File: config.mk
export PLATFORM = sky130hd
export DESIGN_NAME = mux_2x1_arbiter
export DESIGN_NICKNAME = d
export VERILOG_FILES = /design/src/rtl/mux_2x1_arbiter.sv
export SDC_FILE = /design/constraint.sdc
export NUM_CORES = 1
export LEC_CHECK = 0
export CORE_AREA = 2 2 39 41
export DETAILED_ROUTE_END_ITERATION = 16
export DIE_AREA = 0 0 41 43
export PLACE_DENSITY = 0.77
export REMOVE_ABC_BUFFERS = 1
export SETUP_SLACK_MARGIN = 0.02
export SLEW_MARGIN = 5
export SYNTH_ARGS = -nofsm -noshare
export SYNTH_HDL_FRONTEND = slang
export SYNTH_SLANG_ARGS = --single-unit
File: constraint.sdc
create_clock -name clk -period 3.62 [get_ports clk]
set_clock_uncertainty 0.15 [all_clocks]
set_input_delay 0.724 -clock clk [delete_from_list [all_inputs] [get_ports clk]]
set_output_delay 0.724 -clock clk [all_outputs]
set_load 0.02 [all_outputs]
File: src/rtl/mux_2x1_arbiter.sv
// mux_2x1_arbiter: two-requester round-robin arbiter that owns the select of a
// shared 2:1 data mux and registers the selected data onto one output channel.
// An owner holds the mux for at most MAX_HOLD consecutive cycles while the other
// requester waits. An uncontested owner may hold it indefinitely.
//
// Ports:
//   clk    in   rising-edge clock
//   rst    in   asynchronous, active-high reset
//   req0   in   requester 0 wants the mux
//   req1   in   requester 1 wants the mux
//   i0     in   [DW] requester 0 data
//   i1     in   [DW] requester 1 data
//   gnt0   out  requester 0 owns the mux (registered)
//   gnt1   out  requester 1 owns the mux (registered)
//   s      out  mux select, 0 -> i0, 1 -> i1 (registered)
//   y      out  [DW] registered mux output
//   y_vld  out  y holds granted data this cycle
module mux_2x1_arbiter #(
   parameter int unsigned DW       = 1,
   parameter int unsigned MAX_HOLD = 4,
   parameter int unsigned CW       = 3
) (
   input  logic          clk,
   input  logic          rst,
   input  logic          req0,
   input  logic          req1,
   input  logic [DW-1:0] i0,
   input  logic [DW-1:0] i1,
   output logic          gnt0,
   output logic          gnt1,
   output logic          s,
   output logic [DW-1:0] y,
   output logic          y_vld
);

   // Last hold count before a contested owner must hand over.
   localparam logic [CW-1:0] HOLD_LAST = CW'(MAX_HOLD - 1);

   typedef enum logic [1:0] {
      IDLE = 2'd0,
      G0   = 2'd1,
      G1   = 2'd2
   } state_t;

   state_t          state_q, state_d;
   logic [CW-1:0]   hold_cnt_q, hold_cnt_d;
   logic            last_q, last_d;
   logic            s_q, s_d;
   logic            gnt0_q, gnt0_d;
   logic            gnt1_q, gnt1_d;
   logic [DW-1:0]   y_q;
   logic            y_vld_q;

   // State register and all registered outputs.
   // The data path samples the select and grants from the previous cycle.
   always_ff @(posedge clk or posedge rst) begin
      if (rst) begin
         state_q    <= IDLE;
         hold_cnt_q <= '0;
         last_q     <= 1'b1;
         s_q        <= 1'b0;
         gnt0_q     <= 1'b0;
         gnt1_q     <= 1'b0;
         y_q        <= '0;
         y_vld_q    <= 1'b0;
      end else begin
         state_q    <= state_d;
         hold_cnt_q <= hold_cnt_d;
         last_q     <= last_d;
         s_q        <= s_d;
         gnt0_q     <= gnt0_d;
         gnt1_q     <= gnt1_d;
         y_vld_q    <= gnt0_q | gnt1_q;
         if (gnt0_q | gnt1_q) begin
            y_q <= s_q ? i1 : i0;
         end
      end
   end

   // Next-state logic.
   always_comb begin
      state_d = state_q;
      case (state_q)
         IDLE: begin
            if (req0 && req1) begin
               // A tie goes to port 0 when port 1 was the last owner.
               state_d = last_q ? G0 : G1;
            end else if (req0) begin
               state_d = G0;
            end else if (req1) begin
               state_d = G1;
            end
         end
         G0: begin
            if (!req0) begin
               state_d = req1 ? G1 : IDLE;
            end else if (req1 && (hold_cnt_q == HOLD_LAST)) begin
               state_d = G1;
            end
         end
         G1: begin
            if (!req1) begin
               state_d = req0 ? G0 : IDLE;
            end else if (req0 && (hold_cnt_q == HOLD_LAST)) begin
               state_d = G0;
            end
         end
         default: state_d = IDLE;
      endcase
   end

   // Next values of the registered outputs, hold counter and tie-break bit.
   always_comb begin
      hold_cnt_d = '0;
      last_d     = last_q;
      s_d        = s_q;
      gnt0_d     = (state_d == G0);
      gnt1_d     = (state_d == G1);

      // Saturating at HOLD_LAST lets an uncontested owner stay indefinitely.
      // Once the other side requests, the owner hands over on the next edge.
      if ((state_d != IDLE) && (state_d == state_q)) begin
         hold_cnt_d = (hold_cnt_q == HOLD_LAST) ? hold_cnt_q : hold_cnt_q + CW'(1);
      end

      // The select and tie-break bit change only on entry into a grant state.
      // The select holds its value through IDLE.
      if ((state_d != state_q) && (state_d == G0)) begin
         last_d = 1'b0;
         s_d    = 1'b0;
      end else if ((state_d != state_q) && (state_d == G1)) begin
         last_d = 1'b1;
         s_d    = 1'b1;
      end
   end

   assign gnt0  = gnt0_q;
   assign gnt1  = gnt1_q;
   assign s     = s_q;
   assign y     = y_q;
   assign y_vld = y_vld_q;

endmodule
==> flow_summary.ini, run 1 <==
[placement]
dp_cells = 80
pre_cts_ws_ns = 1.50
io_buffers = 10
place.gp.congestion = 0.719
hpwl_um = 765
place_area_um2 = 673

[synth]
synthCells = 57
syn_area_per_cell_um2 = 10.2
ys_ff_latch = 11
synth_most_common_cell = dfrtp_1
synth_cell_type_count = 24
syn_area_um2 = 583
synth_ff_type = dfrtp_1
ys_top_cells_by_count = dfrtp_1, inv_1, nor2_1, o21ai_0, a21oi_1
post-synth-top-area-fraction_pct = 42.9
synth_top_cells_by_area = dfrtp_1, o21ai_0, dfstp_2, ha_1, buf_6
synth_edf_count = 0
synth_warnings = 0
synthArstFlopShare_pct = 100
synth_top_area_cell = dfrtp_1
yosysSeqAreaShare_pct = 47.4

[clocking]
cts_resized = 0
cts_max_level = 1
cts_sinks = 11
cts_buffers = 3
clkSlewWorstSetupHoldPaths_ns = 0.06
ctsHoldBuffers = 0
postCtsSetupRepairBufs = 0
cts_tree = yes
cts-root-buf = clkbuf_4
clkLatencyLatePin_ns = 0.26
cts_buffer_depth = 2

[worst_setup_path]
cpPeakStageDelay_ns = 0.62
reg2reg_to = s
worstPathArrival_ns = 1.27
worstSetupPathType = reg2out
crit_chain = clkdlybuf4s50_1
slowest_stage = clkdlybuf4s50_1
path_max_fanout = 3
reg2reg_depth = 5
worstSetupEndpointType = primary output
r2r_slack_ns = 1.86
path_buf_inv = 1
cp.required_ns = 2.75
critPathTopFamily = buffers and inverters
r2r-start = hold_cnt_q[0]
start_kind = register

[worst_hold_path]
hp-start = gnt0
hold_end = y_vld
worstHoldPathCells = 2
hold_path.class = reg2reg

[grt]
antenna_found_initial = 0
grt_pass1_wl_mm = 1.71
grt_use_met3_pct = 3.14
globalRouteMet1Util_pct = 17.5
grt_overflow = 0
grt_max_degree = 12
met2_usage_pct = 21.6
first_global_vias = 412
grt_use_total_pct = 15.1
busiest_layer = met2

[timing]
layout_min_cycle_time_ns = 2.14
tightest_slew_ns = 0.376
max_freq_mhz = 467
finalSetupTns_ns = 0
whs_ns = 0.328
finalCritPeriodShare_pct = 59.2
max_slew_margin_pct = 74.9
setup_viol = 0
rsz0062_at_grt = no
slew_viol_final = 0
setup_ws_ns = 1.48
finalHoldViolations = 0

[die]
die_height_um = 43
initial_core_util_pct = 42.1
die_w_um = 41
core_um2 = 1380
die_area_um2 = 1760
num_io_pins = 11
num_rows = 14

[detailed_routing]
wl_um = 993
via_per_inst = 5.24
ant_nets = 0
dr_total_vias = 440
drc_errors = 0
drt_iter0_drc = 9
post_drt_wl_per_cell_um = 11.8
dr.pass1.iters = 4

[power_and_ir_drop]
leakage_nw = 0.307
report.power.total_mw = 0.335
power.density_nw_per_um2 = 479
ir_drop_v = 0.000131

[finish]
antennaDiodeCount = 0
post-route-util_pct = 50.5
fin_area_um2 = 699
drive_above_1_share_pct = 13.2
area_delta_synth_final_pct = 20.0
final_nets = 77
instances_no_fill = 84
fillers = 131

[flow_run]
maxCapViolCount = 0

[outcome]
outcome = complete, no violations
-- how the worst max path moves through the flow --
stage / start / endpoint / slack, ns / cells after the start
floorplan: hold_cnt_q[0] / s / 2.04 / 5
global placement: req0 / s / 1.51 / 4
detailed placement: req0 / s / 1.50 / 4
CTS: s / s / 1.47 / 1
global route: s / s / 1.43 / 1
finish: s / s / 1.48 / 1
-- flip-flops by register name, indices dropped and copies added, names as in the netlist --
register    flops
state_q         2
hold_cnt_q      3
gnt1            1
y               1
last_q          1
s               1
y_vld           1
gnt0            1
-- kinds of logic (layout without fill, tap and decap cells) --
group / after synthesis / in the layout / share of synthesized area, %
compound gates: 17 / 17 / 20.4
xor+xnor: 1 / 1 / 1.50
fa+ha+maj: 2 / 2 / 4.29
buf+inv: 9 / 20 / 9.01
flops: 11 / 11 / 47.4
mux: 2 / 2 / 3.43
simple gates: 15 / 15 / 14.0
-- cell type report --
type / count / area (µm²) / share of cell area (%)
Inverter: 6 / 22.5 / 3.22
Clock buffer: 4 / 26.3 / 3.76
Multi-Input combinational cell: 37 / 254 / 36.3
Sequential cell: 11 / 277 / 39.5
Tap cell: 16 / 20.0 / 2.86
Timing Repair Buffer: 10 / 100 / 14.3
-- routing by layer --
layer | vias up | wire (µm)
met5 | - | 0
met4 | 0 | 19
met3 | 2 | 46
met2 | 16 | 483
met1 | 204 | 443
li1 | 218 | -
-- cell usage in the layout (no fill, tap or decap), types with 2 or more instances in the layout --
| cell | n |
|---|---|
| dfrtp_1 | 10 |
| clkdlybuf4s50_1 | 10 |
| nor2_1 | 6 |
| inv_1 | 6 |
| o21ai_0 | 6 |
| a21oi_1 | 4 |
| nand2_1 | 3 |
| clkbuf_4 | 3 |
| mux2i_1 | 2 |
| a221oi_1 | 2 |
| ha_1 | 2 |
-- power by group --
part | leakage (nW) | switching [mW] | internal (mW) | total (mW)
clock | 0.0150 | 0.0364 | 0.0425 | 0.0789
sequential | 0.137 | 0.0179 | 0.144 | 0.162
combinational | 0.155 | 0.0453 | 0.0486 | 0.0940
total | 0.307 | 0.0996 | 0.235 | 0.335
(Power assumes the default switching activity.)
==> run 2: changes to the inputs <==
CORE_AREA = not set   (was 2 2 39 41)
CORE_MARGIN = 1   (was not set)
CORE_UTILIZATION = 43   (was not set)
DIE_AREA = not set   (was 0 0 41 43)
PLACE_DENSITY = 0.79   (was 0.77)
clock period = 1.9 ns   (was 3.62 ns; I/O delays follow)
==> run 2 against run 1 <==
  * Cell count shrank 1.2%
  * Sequential share of layout area shrank 0.28 points
  * Non-clock buffer count grew 1
  * First-iteration DRC count shrank 44%
  * Die area shrank 14%
  * Register-to-register slack lost 1.6 ns
  * Hold slack lost 0.080 ns
  * Core utilization grew 8.8 points
  * Critical path depth is the same
  * Clock power grew 100%
  * Sequential power grew 90%
==> flow_summary.ini, run 2 (synthesis results as in run 1) <==
[timing]
finalSetupTns_ns = 0
max_freq_mhz = 557
tightest_slew_ns = 0.411
layout_min_cycle_time_ns = 1.80
finalCritPeriodShare_pct = 94.6
finalHoldViolations = 0
setup_ws_ns = 0.103
rsz0062_at_grt = no
setup_viol = 0
slew_viol_final = 0
max_slew_margin_pct = 72.6
whs_ns = 0.248

[finish]
top_register = hold_cnt_q
drive_above_1_share_pct = 14.5
antennaDiodeCount = 0
seq_area_um2 = 277
multiInputGateArea_um2 = 254
largest_reg_flops = 3
area_delta_synth_final_pct = 20.8
final_nets = 78
instances_no_fill = 83
fin_area_um2 = 704
largestRegisters = hold_cnt_q x3, state_q x2
fillers = 108
post-route-util_pct = 59.4
mostFrequentLayoutCells = dfrtp_1, clkdlybuf4s50_1, nor2_1, inv_1, o21ai_0

[die]
num_io_pins = 11
die_area_um2 = 1510
die_height_um = 38.8
die_w_um = 38.8
core_um2 = 1190
initial_core_util_pct = 49.2
num_rows = 12

[worst_setup_path]
start_kind = register
path_max_fanout = 3
path_buf_inv = 1
worstPathArrival_ns = 1.27
worstSetupEndpointType = primary output
cpPeakStageDelay_ns = 0.62
slowest_stage = clkdlybuf4s50_1
cp.required_ns = 1.37
crit_cells = 1
critPathTopFamily = buffers and inverters
worstSetupPathType = reg2out
reg2reg_depth = 5
crit_chain = clkdlybuf4s50_1

[detailed_routing]
drt_iter0_drc = 5
wl_um = 989
post_drt_wl_per_cell_um = 11.9
drc_errors = 0
dr_total_vias = 447
via_per_inst = 5.39
ant_nets = 0
dr.pass1.iters = 4

[placement]
hpwl_um = 763
pre_cts_ws_ns = 0.147
dp_cells = 79
place_area_um2 = 678
place.gp.congestion = 0.735
io_buffers = 10

[clocking]
clkLatencyLatePin_ns = 0.27
clkSlewWorstSetupHoldPaths_ns = 0.08
postCtsSetupRepairBufs = 0
cts_buffers = 3
cts_resized = 0
cts_sinks = 11
ctsHoldBuffers = 0
cts_max_level = 1
cts_buffer_depth = 2
cts_tree = yes
cts-root-buf = clkbuf_4

[grt]
grt_use_met3_pct = 6.94
met2_usage_pct = 27.1
globalRouteMet1Util_pct = 21.7
busiest_layer = met2
grt_max_degree = 12
grt_pass1_wl_mm = 1.73
first_global_vias = 420
grt_overflow = 0
grt_use_total_pct = 17.7
antenna_found_initial = 0

[outcome]
outcome = complete, no violations

[power_and_ir_drop]
leakage_nw = 0.313
power.density_nw_per_um2 = 919
ir_drop_v = 0.000476
report.power.total_mw = 0.647

[flow_run]
maxCapViolCount = 0

[worst_hold_path]
hold_path.class = in2async
-- run 2: cell count changes in the layout (fill, tap and decap cells not counted) --
cell	change
buf_4	+1
-- run 2: final cells by class --
cell class              count  area share [%]
well taps                  14            2.49
clock buffers               4            3.73
inverters                   6            3.20
flip-flops and latches     11            39.3
repair buffers             11            15.3
multi-input cells          37            36.1
-- run 2: final timing paths --
check	from	end	slack, ns
hold / removal	rst	y_vld	0.25
hold reg to reg	gnt0	y_vld	0.33
setup reg to reg	hold_cnt_q[0]	gnt0	0.26
min in group clk	gnt0	y_vld	0.33
setup / recovery	s	s	0.10
max in group asynchronous	rst	last_q	1.03
-- run 2: routing by layer --
layer | up-vias | wire length, µm
li1 | 221 | -
met4 | 0 | 0
met5 | - | 0
met1 | 215 | 474
met3 | 0 | 42
met2 | 11 | 472
-- run 2: power breakdown --
part           switching [mW]  total (mW)  internal (mW)  leakage, nW
Clock                  0.0787       0.160         0.0811       0.0150
Sequential             0.0334       0.308          0.274        0.137
Combinational          0.0867       0.180         0.0929        0.161
